`src/rtl/K_cpu_pkg.sv`:
```
// Shared register-file writeback types: widths, the zero register and the writeback entry.
// No logic; constants and types only.
// Consumers size their ports from these so ALU, load and writeback paths agree.
package K_cpu_pkg;

    localparam int DATA_W = 32;
    localparam int ADDR_W = 5;

    localparam logic [ADDR_W-1:0] REG_ZERO = '0;

    typedef struct packed {
        logic [ADDR_W-1:0] rd;
        logic [DATA_W-1:0] data;
    } wb_entry_t;

endpackage

```
`src/rtl/K_wb_fifo.sv`:
```
// Small synchronous FIFO of writeback entries with per-entry valid/rd taps for hazard compare.
// Latency: a pushed entry is visible at the head after one edge.
// Backpressure: push ignored when full, pop ignored when empty; caller gates with full/empty.
module K_wb_fifo
    import K_cpu_pkg::*;
#(
    parameter int DEPTH = 2
) (
    input  logic                              clock,
    input  logic                              reset,
    input  logic                              push,
    input  wb_entry_t                         push_dat,
    input  logic                              pop,
    output wb_entry_t                         head_dat,
    output logic                              full,
    output logic                              empty,
    output logic [$clog2(DEPTH+1)-1:0]        count,
    output logic [DEPTH-1:0]                  entry_vld,
    output logic [DEPTH-1:0][ADDR_W-1:0]      entry_rd
);

    localparam int PTR_W = $clog2(DEPTH);

    wb_entry_t        mem [DEPTH];
    logic [PTR_W-1:0] wr_ptr;
    logic [PTR_W-1:0] rd_ptr;
    logic             push_ok;
    logic             pop_ok;

    assign full     = (count == ($clog2(DEPTH+1))'(DEPTH));
    assign empty    = (count == '0);
    assign push_ok  = push && !full;
    assign pop_ok   = pop && !empty;
    assign head_dat = mem[rd_ptr];

    always_comb begin
        for (int i = 0; i < DEPTH; i++) begin
            entry_rd[i] = mem[i].rd;
        end
    end

    always_ff @(posedge clock) begin
        if (push_ok) begin
            mem[wr_ptr] <= push_dat;
        end
    end

    // Pointers wrap naturally since DEPTH is a power of two.
    always_ff @(posedge clock) begin
        if (reset) begin
            wr_ptr    <= '0;
            rd_ptr    <= '0;
            count     <= '0;
            entry_vld <= '0;
        end else begin
            if (push_ok) begin
                wr_ptr            <= wr_ptr + 1'b1;
                entry_vld[wr_ptr] <= 1'b1;
            end
            if (pop_ok) begin
                rd_ptr            <= rd_ptr + 1'b1;
                entry_vld[rd_ptr] <= 1'b0;
            end
            case ({push_ok, pop_ok})
                2'b10:   count <= count + 1'b1;
                2'b01:   count <= count - 1'b1;
                default: count <= count;
            endcase
        end
    end

endmodule

```
`src/rtl/k_writeback_unit.sv`:
```
// Merges ALU results (FIFO) and load returns (one-entry hold, priority) onto the register-file write port.
// Latency: handshake at edge N, write visible after edge N+1; writes to register 0 are squashed.
// Backpressure: alu_ready while FIFO not full, ld_ready while hold empty; both low in reset.
module k_writeback_unit
    import K_cpu_pkg::wb_entry_t;
    import K_cpu_pkg::REG_ZERO;
#(
    parameter int DATA_W     = 32,
    parameter int ADDR_W     = 5,
    parameter int FIFO_DEPTH = 2
) (
    input  logic                               clock,
    input  logic                               reset,
    input  logic                               alu_valid,
    output logic                               alu_ready,
    input  logic [ADDR_W-1:0]                  alu_rd,
    input  logic [DATA_W-1:0]                  alu_data,
    input  logic                               ld_valid,
    output logic                               ld_ready,
    input  logic [ADDR_W-1:0]                  ld_rd,
    input  logic [DATA_W-1:0]                  ld_data,
    output logic [ADDR_W-1:0]                  rd,
    output logic [DATA_W-1:0]                  K_write_data,
    output logic                               K_Regwrite,
    input  logic [ADDR_W-1:0]                  query_rs,
    input  logic [ADDR_W-1:0]                  query_rt,
    output logic                               rs_pending,
    output logic                               rt_pending,
    output logic [$clog2(FIFO_DEPTH+2)-1:0]    pend_count
);

    localparam int PEND_W = $clog2(FIFO_DEPTH+2);
    localparam int CNT_W  = $clog2(FIFO_DEPTH+1);

    wb_entry_t                         alu_entry;
    wb_entry_t                         fifo_head;
    logic                              fifo_full;
    logic                              fifo_empty;
    logic [CNT_W-1:0]                  fifo_count;
    logic [FIFO_DEPTH-1:0]             fifo_vld;
    logic [FIFO_DEPTH-1:0][ADDR_W-1:0] fifo_rd;

    wb_entry_t   ld_hold;
    logic        ld_full;
    logic        alu_push;
    logic        ld_push;
    logic        fifo_pop;
    wb_entry_t   sel_dat;
    logic        sel_vld;
    logic        we_next;
    logic [PEND_W-1:0] pend_next;
    logic        rs_hit;
    logic        rt_hit;

    assign alu_entry = '{rd: alu_rd, data: alu_data};
    assign alu_ready = !reset && !fifo_full;
    assign ld_ready  = !reset && !ld_full;
    assign alu_push  = alu_valid && alu_ready;
    assign ld_push   = ld_valid && ld_ready;
    // The hold register wins the slot; the FIFO only drains when no load is parked.
    assign fifo_pop  = !ld_full && !fifo_empty;

    K_wb_fifo #(
        .DEPTH (FIFO_DEPTH)
    ) u_fifo (
        .clock     (clock),
        .reset     (reset),
        .push      (alu_push),
        .push_dat  (alu_entry),
        .pop       (fifo_pop),
        .head_dat  (fifo_head),
        .full      (fifo_full),
        .empty     (fifo_empty),
        .count     (fifo_count),
        .entry_vld (fifo_vld),
        .entry_rd  (fifo_rd)
    );

    always_comb begin
        sel_vld = ld_full || !fifo_empty;
        sel_dat = ld_full ? ld_hold : fifo_head;
        we_next = sel_vld && (sel_dat.rd != REG_ZERO);
        // ld_ready is low while the hold is full, so a load push always lands in an empty hold.
        pend_next = PEND_W'(fifo_count) + PEND_W'(alu_push) - PEND_W'(fifo_pop)
                  + PEND_W'(ld_push) + PEND_W'(we_next);
    end

    always_ff @(posedge clock) begin
        if (reset) begin
            ld_full      <= 1'b0;
            ld_hold      <= '0;
            K_Regwrite   <= 1'b0;
            rd           <= '0;
            K_write_data <= '0;
            pend_count   <= '0;
        end else begin
            ld_full <= ld_push;
            if (ld_push) begin
                ld_hold <= '{rd: ld_rd, data: ld_data};
            end
            K_Regwrite   <= we_next;
            rd           <= we_next ? sel_dat.rd   : '0;
            K_write_data <= we_next ? sel_dat.data : '0;
            pend_count   <= pend_next;
        end
    end

    always_comb begin
        rs_hit = 1'b0;
        rt_hit = 1'b0;
        for (int i = 0; i < FIFO_DEPTH; i++) begin
            if (fifo_vld[i] && fifo_rd[i] == query_rs) rs_hit = 1'b1;
            if (fifo_vld[i] && fifo_rd[i] == query_rt) rt_hit = 1'b1;
        end
        if (ld_full && ld_hold.rd == query_rs) rs_hit = 1'b1;
        if (ld_full && ld_hold.rd == query_rt) rt_hit = 1'b1;
        if (K_Regwrite && rd == query_rs)      rs_hit = 1'b1;
        if (K_Regwrite && rd == query_rt)      rt_hit = 1'b1;
    end

    assign rs_pending = rs_hit && (query_rs != REG_ZERO);
    assign rt_pending = rt_hit && (query_rt != REG_ZERO);

endmodule

```
`config.mk`:
```
export PLATFORM = sky130hd
export DESIGN_NAME = k_writeback_unit
export DESIGN_NICKNAME = d
export VERILOG_FILES = /design/src/rtl/K_cpu_pkg.sv /design/src/rtl/K_wb_fifo.sv /design/src/rtl/k_writeback_unit.sv
export SDC_FILE = /design/constraint.sdc
export NUM_CORES = 1
export LEC_CHECK = 0
export CAP_MARGIN = 15
export CORE_MARGIN = 2
export CORE_UTILIZATION = 41
export CTS_BUF_LIST = sky130_fd_sc_hd__clkbuf_4 sky130_fd_sc_hd__clkbuf_8
export DETAILED_ROUTE_END_ITERATION = 10
export PLACE_DENSITY = 0.66
export RECOVER_POWER = 25
export REMOVE_ABC_BUFFERS = 1
export SLEW_MARGIN = 20
export SYNTH_ARGS = -nofsm -noshare
export SYNTH_HDL_FRONTEND = slang
export SYNTH_SLANG_ARGS = --single-unit
```
`constraint.sdc`:
```
create_clock -name clock -period 4.3 [get_ports clock]
set_clock_uncertainty 0.2 [all_clocks]
set_input_delay 0.86 -clock clock [delete_from_list [all_inputs] [get_ports clock]]
set_output_delay 0.86 -clock clock [all_outputs]
set_load 0.005 [all_outputs]
```
After elaboration in Yosys (flattened, before gate mapping). Memories as Yosys holds them, arrays and structs flattened. A register that Yosys moved wholly into a read port is not among the register bits. Index checks and enable logic that the tools add are counted.

$add $sub $neg: 8. $lt $le $gt $ge: 4. Eq/ne operators: 11. Mux-type cells: 21. Bitwise logic cells: 4. Reductions and logical operators: 31.

Operator list (number): equality test 5 bit (8); 2-to-1 mux 37 bit (1); logical AND 1 bit (20); nonzero test 5 bit (3); 2-to-1 mux 1 bit (14); adder 2 x 1 -> 2 bit (3); 2-to-1 mux 2 bit (3); equality test 2 bit, second input constant (2); zero test 1 bit (4); less-than comparator 1 x 2 -> 1 bit, second input constant (2); case mux 2 bit (2 select lines) (1); adder 1 bit, second input constant (2); adder 2 x 1 -> 2 bit, second input constant (1); bitwise AND 2 bit (1); demux 1 bit (select 1 bit) (2); equality test 2 x 1 -> 1 bit, second input constant (1); >= comparator 1 bit, second input constant (2); zero test 2 bit (1); inverter 2 bit (1); bitwise OR 2 bit (1); nonzero test 2 bit (1); OR reduction 2 bit (1); subtractor 2 x 1 -> 2 bit (1); subtractor 2 x 1 -> 2 bit, second input constant (1); 2 further kinds (2).

Bits in registers: 84. Memory bits (writable): 74. Input port bits: 88. Output and inout bits: 44. Word-level logic and storage cells: 91. Memories kept: 1.

Memories: u_fifo.mem (words 2, bits a word 37, read ports 3, clocked after memory_dff 1, wr ports 1, RTL line K_wb_fifo.sv:24) `wb_entry_t mem [DEPTH];`.

Depth between registers and ports, before layout.
Depth in word-level cells: 9. Gate-level depth with buffers: 14. Mapped depth without buffers: 11.

Cells and area by module. Synthesis repeated with hierarchy kept, for this count alone.

Cell total of the unflattened synthesis: 537. Area total of the unflattened synthesis: 6459.9 um^2.

By module, submodules not included: k_writeback_unit (instances 1, cells each 379, area each 3422.0 um^2); K_wb_fifo (instances 1, cells each 158, area each 3037.9 um^2).

Least setup slack after synthesis. OpenSTA, ideal clock, no wires.

Path kind: input to register. Start point: input port reset. End point: memory u_fifo.mem[0][0] in the netlist's numbering (enable). Library setup time: 0.433 ns. Arrival: 2.918 ns. Data required time: 3.667 ns. Setup slack: 0.749 ns. Stages: 4. Buffers on the path: 0. Path through: a21oi_1 -> and2_1 -> inv_1 -> nor2_1.

Word-level cells in the longest chain between the ends: 6.

Ends and longest elaborated chain: start: declaration (RTL line k_writeback_unit.sv:13) `input logic reset,`; zero test 1 bit (RTL line k_writeback_unit.sv:56) `assign alu_ready = !reset && !fifo_full;`; logical AND 1 bit (RTL line k_writeback_unit.sv:56); logical AND 1 bit (RTL line k_writeback_unit.sv:58) `assign alu_push = alu_valid && alu_ready;`; logical AND 1 bit (RTL line K_wb_fifo.sv:32) `assign push_ok = push && !full;`; 2-to-1 mux 1 bit (RTL line K_wb_fifo.sv:43) `if (push_ok) begin`; 2-to-1 mux 1 bit (implied by the code) (RTL line K_wb_fifo.sv:44) `mem[wr_ptr] <= push_dat;`; end: declaration (RTL line K_wb_fifo.sv:24).

Every way passes these cells.

Worst setup path after layout.
Start point: input port query_rs[3]. End point: output port rs_pending.

Word-level cells in the longest chain between the ends: 7. Elaborated cells on any way between the ends: 14.

Ends and longest elaborated chain: start: declaration (RTL line k_writeback_unit.sv:25) `input logic [ADDR_W-1:0] query_rs,`; equality test 5 bit (RTL line k_writeback_unit.sv:112) `if (fifo_vld[i] && fifo_rd[i] == query_rs) rs_hit = 1'b1;`; logical AND 1 bit (RTL line k_writeback_unit.sv:112); 2-to-1 mux 1 bit (2 in series) (RTL line k_writeback_unit.sv:112); 2-to-1 mux 1 bit (RTL line k_writeback_unit.sv:115) `if (ld_full && ld_hold.rd == query_rs) rs_hit = 1'b1;`; 2-to-1 mux 1 bit (RTL line k_writeback_unit.sv:117) `if (K_Regwrite && rd == query_rs) rs_hit = 1'b1;`; logical AND 1 bit * (RTL line k_writeback_unit.sv:121) `assign rs_pending = rs_hit && (query_rs != REG_ZERO);`; end: declaration (RTL line k_writeback_unit.sv:27) `output logic rs_pending,`.

Mark *: on every way between the ends. The rest lies on a longest branch, timed or not.

==> out/results.tsv <==
stage	metric	value	unit
run_status	outcome	completed	
route	drt drc	0	
route	routed vias/inst	4.92	
route	drt total wl	13800	µm
clocking	Clock Tree Root	clkbuf_8	
sta	Slew @ Worst Pin	1.01	ns
setup_path	Critical Path Max Stage Delay	0.56	ns
floorplan	row count	45	
power	leakage	2.93	nW
setup_path	crit path cell chain	clkdlybuf4s50_1 > xor2_1 > nor4_1 > nand3_1 > nand4_1 > o21a_1 > clkdlybuf4s50_1	
global_routing	global-route wire length before repair	22200	µm
power	pwr/cell area	489	nW/µm²
floorplan	initial core utilization	41.7	%
clocking	clock tree from TritonCTS	done	
placed_design	Port Buffers	131	
floorplan	# IOs	132	
clocking	CTS resizes	0	
clocking	Clock transition at path regs	0.08	ns
cells_and_area	Layout Area Growth over Synthesis	29.8	%
cells_and_area	fraction of layout instances using a drive strength above 1	7.25	%
global_routing	GRT Total Usage	17.6	%
setup_path	critical path endpoint category	output port	
logic_synthesis	cell area after synthesis	6310	µm²
floorplan	Chip Width	128	µm
global_routing	largest net degree at the start of global routing	76	
setup_path	Max stage delay cell, worst path	clkdlybuf4s50_1	
route	uppermost routed layer	met4	
logic_synthesis	Async S/R FF share, synth	0	%
cells_and_area	fillers	1309	
sta	Pins Over Slew Limit	0	
cells_and_area	commonest cells after routing, fill and taps aside	94 x clkdlybuf4s50_1, 83 x dfxtp_1, 77 x nor2_1, 74 x edfxtp_1	
route	Met1 Wirelength	6140	µm
cells_and_area	final net count	769	
global_routing	number of global-route vias before repair	4482	
route	post-detailed-route wirelength per cell	15.6	µm
setup_path	CP Launch Type	input port	
route	DR WL met2	6540	µm
logic_synthesis	ys flop type	dfxtp_1	
worst_hold_path	Min-Delay Path Class	reg -> reg	
setup_path	CP Class	in -> out	
setup_path	CP max FO	5	
clocking	Post CTS Setup Buffer Count	0	
logic_synthesis	Avg Cell Area, Syn	11.3	µm²
sta	fin crit period	3.84	ns
route	post-route ant nets	0	
route	WL met3	808	µm
placed_design	Placer Congestion	0.897	
logic_synthesis	Post-synth EDFFs	74	
sta	RSZ-0062 raised after global routing	no	
clocking	Clock Latency Late Sink	0.44	ns
cells_and_area	final cell count without fillers	881	
sta	# setup viols final	0	
logic_synthesis	Yosys warning count	0	
floorplan	die area	16400	µm²
placed_design	dpl cells	846	
global_routing	GRT overflow	0	
floorplan	DIE HEIGHT	128	µm
clocking	clock sink count	159	
route	total number of vias	4337	
placed_design	dpl hpwl	8930	µm
job	Max-Cap Viols	0	
setup_path	Crit path required time	3.24	ns
sta	final hold violations	0	
setup_path	most frequent cell on the critical path	clkdlybuf4s50_1	
clocking	CTS buffer count	17	
logic_synthesis	synth unique cells	35	
route	number of DRC markers in iteration 0	180	
logic_synthesis	Gate Count Post-Synth	561	
sta	final period utilization	89.3	%
sta	final hold slack	0.278	ns
sta	fmax	0.260	GHz
logic_synthesis	Seq/Total Area, Yosys	62.1	%
sta	Max-slew headroom	32.4	%
cells_and_area	most common cell after layout, fill and taps aside	clkdlybuf4s50_1	
clocking	clock tree buffer depth	2	
clocking	H-Tree Depth	4	
floorplan	core area	15100	µm²
setup_path	worst path arrival time	2.78	ns
clocking	hold_buf cts	0	
power	VDD IR max	0.235	mV
route	Pre-Repair DR Iteration Count	5	
global_routing	initial antenna violation count	1	
logic_synthesis	register bit total from synthesis	159	
-- critical path: cells and delay by family --
| kind | cells | cell delay (ns) |
|---|---|---|
| AOI/OAI and AO/OA | 1 | 0.12 |
| buffers and inverters | 2 | 1.05 |
| and+or+nand+nor | 3 | 0.53 |
| xor gates and xnor gates | 1 | 0.21 |
-- synth_stat cells, drive strengths merged, types with 2 or more instances --
master	number	area, µm²
nor2b	2	12.5
and2	2	12.5
mux2	6	75.1
xnor2	12	105
o21bai	3	33.8
mux2i	37	370
xor2	35	307
o21ai	38	190
clkbuf	25	93.8
a21oi	36	180
nand3	9	50.1
nand2b	37	231
dfxtp	85	1700
inv	5	18.8
ha	4	50.1
edfxtp	74	2220
nand4	2	12.5
o21a	4	30.0
or4	2	15.0
nand2	38	143
nor2	78	293
buf	14	81.3
nor4	8	50.1
-- report_power, final --
part,total [mW],internal (mW),switching (mW)
Combinational,0.906,0.482,0.424
Sequential,1.89,1.76,0.127
Clock,1.21,0.642,0.569
Total,4.01,2.89,1.12
-- through the flow --
stage               instance area, µm²  utilization, %  total power [mW]  setup WS [ns]  setup TNS [ns]
floorplan                         6140               -              2.44         -0.192          -0.192
global placement                  7740            51.1              2.82          0.529               0
detailed placement                7740            51.1              2.85          0.479               0
CTS                               8190            54.1              4.06          0.474               0
global route                      8190            54.1              4.23          0.308               0
finish                            8200            54.1              4.01          0.458               0
-- cell type report --
cell class | instances | area (µm²) | area share, %
multi-input cells | 358 | 2210 | 26.9
diodes | 3 | 7.51 | 0.0916
repair buffers | 136 | 1360 | 16.5
clock inverters | 15 | 211 | 2.58
clock buffers | 17 | 234 | 2.85
inverters | 5 | 18.8 | 0.229
well taps | 188 | 235 | 2.87
flip-flops and latches | 159 | 3930 | 47.9
-- layer usage --
metal | up-vias | track usage, %
met5 | - | 0
met4 | 0 | 7.37
met3 | 26 | 4.55
met2 | 130 | 29.8
met1 | 2038 | 21.5
li1 | 2143 | -
-- flip-flops by register name (all words and copies together) (netlist names), named ones only --
register          flops
pend_count            2
u_fifo.count          2
u_fifo.mem           74
rd                    5
K_write_data         32
u_fifo.wr_ptr         1
u_fifo.entry_vld      2
u_fifo.rd_ptr         1
K_Regwrite            1
ld_hold              37
ld_full               1
-- final timing paths --
path / from / end / slack (ns) / cells past startpoint
worst max register to register: flop / pend_count[1]$_SDFF_PP0_ / 0.99 / 11
worst max-delay path: query_rs[3] / rs_pending / 0.46 / 7
worst min-delay path: ld_hold[8]$_SDFFE_PP0N_ / ld_hold[8]$_SDFFE_PP0N_ / 0.28 / 2
worst min register to register: ld_hold[8]$_SDFFE_PP0N_ / ld_hold[8]$_SDFFE_PP0N_ / 0.28 / 2
-- kinds of logic after synthesis --
family                   share of synthesized area [%]
AND/OR/NAND/NOR                                   13.4
flip-flops                                        62.1
AO/OA/AOI/OAI                                     7.07
XOR/XNOR                                          6.52
buffers and inverters                             3.07
multiplexers                                      7.05
adder cells (fa/ha/maj)                          0.793
Power figures use the tool's default switching activity.
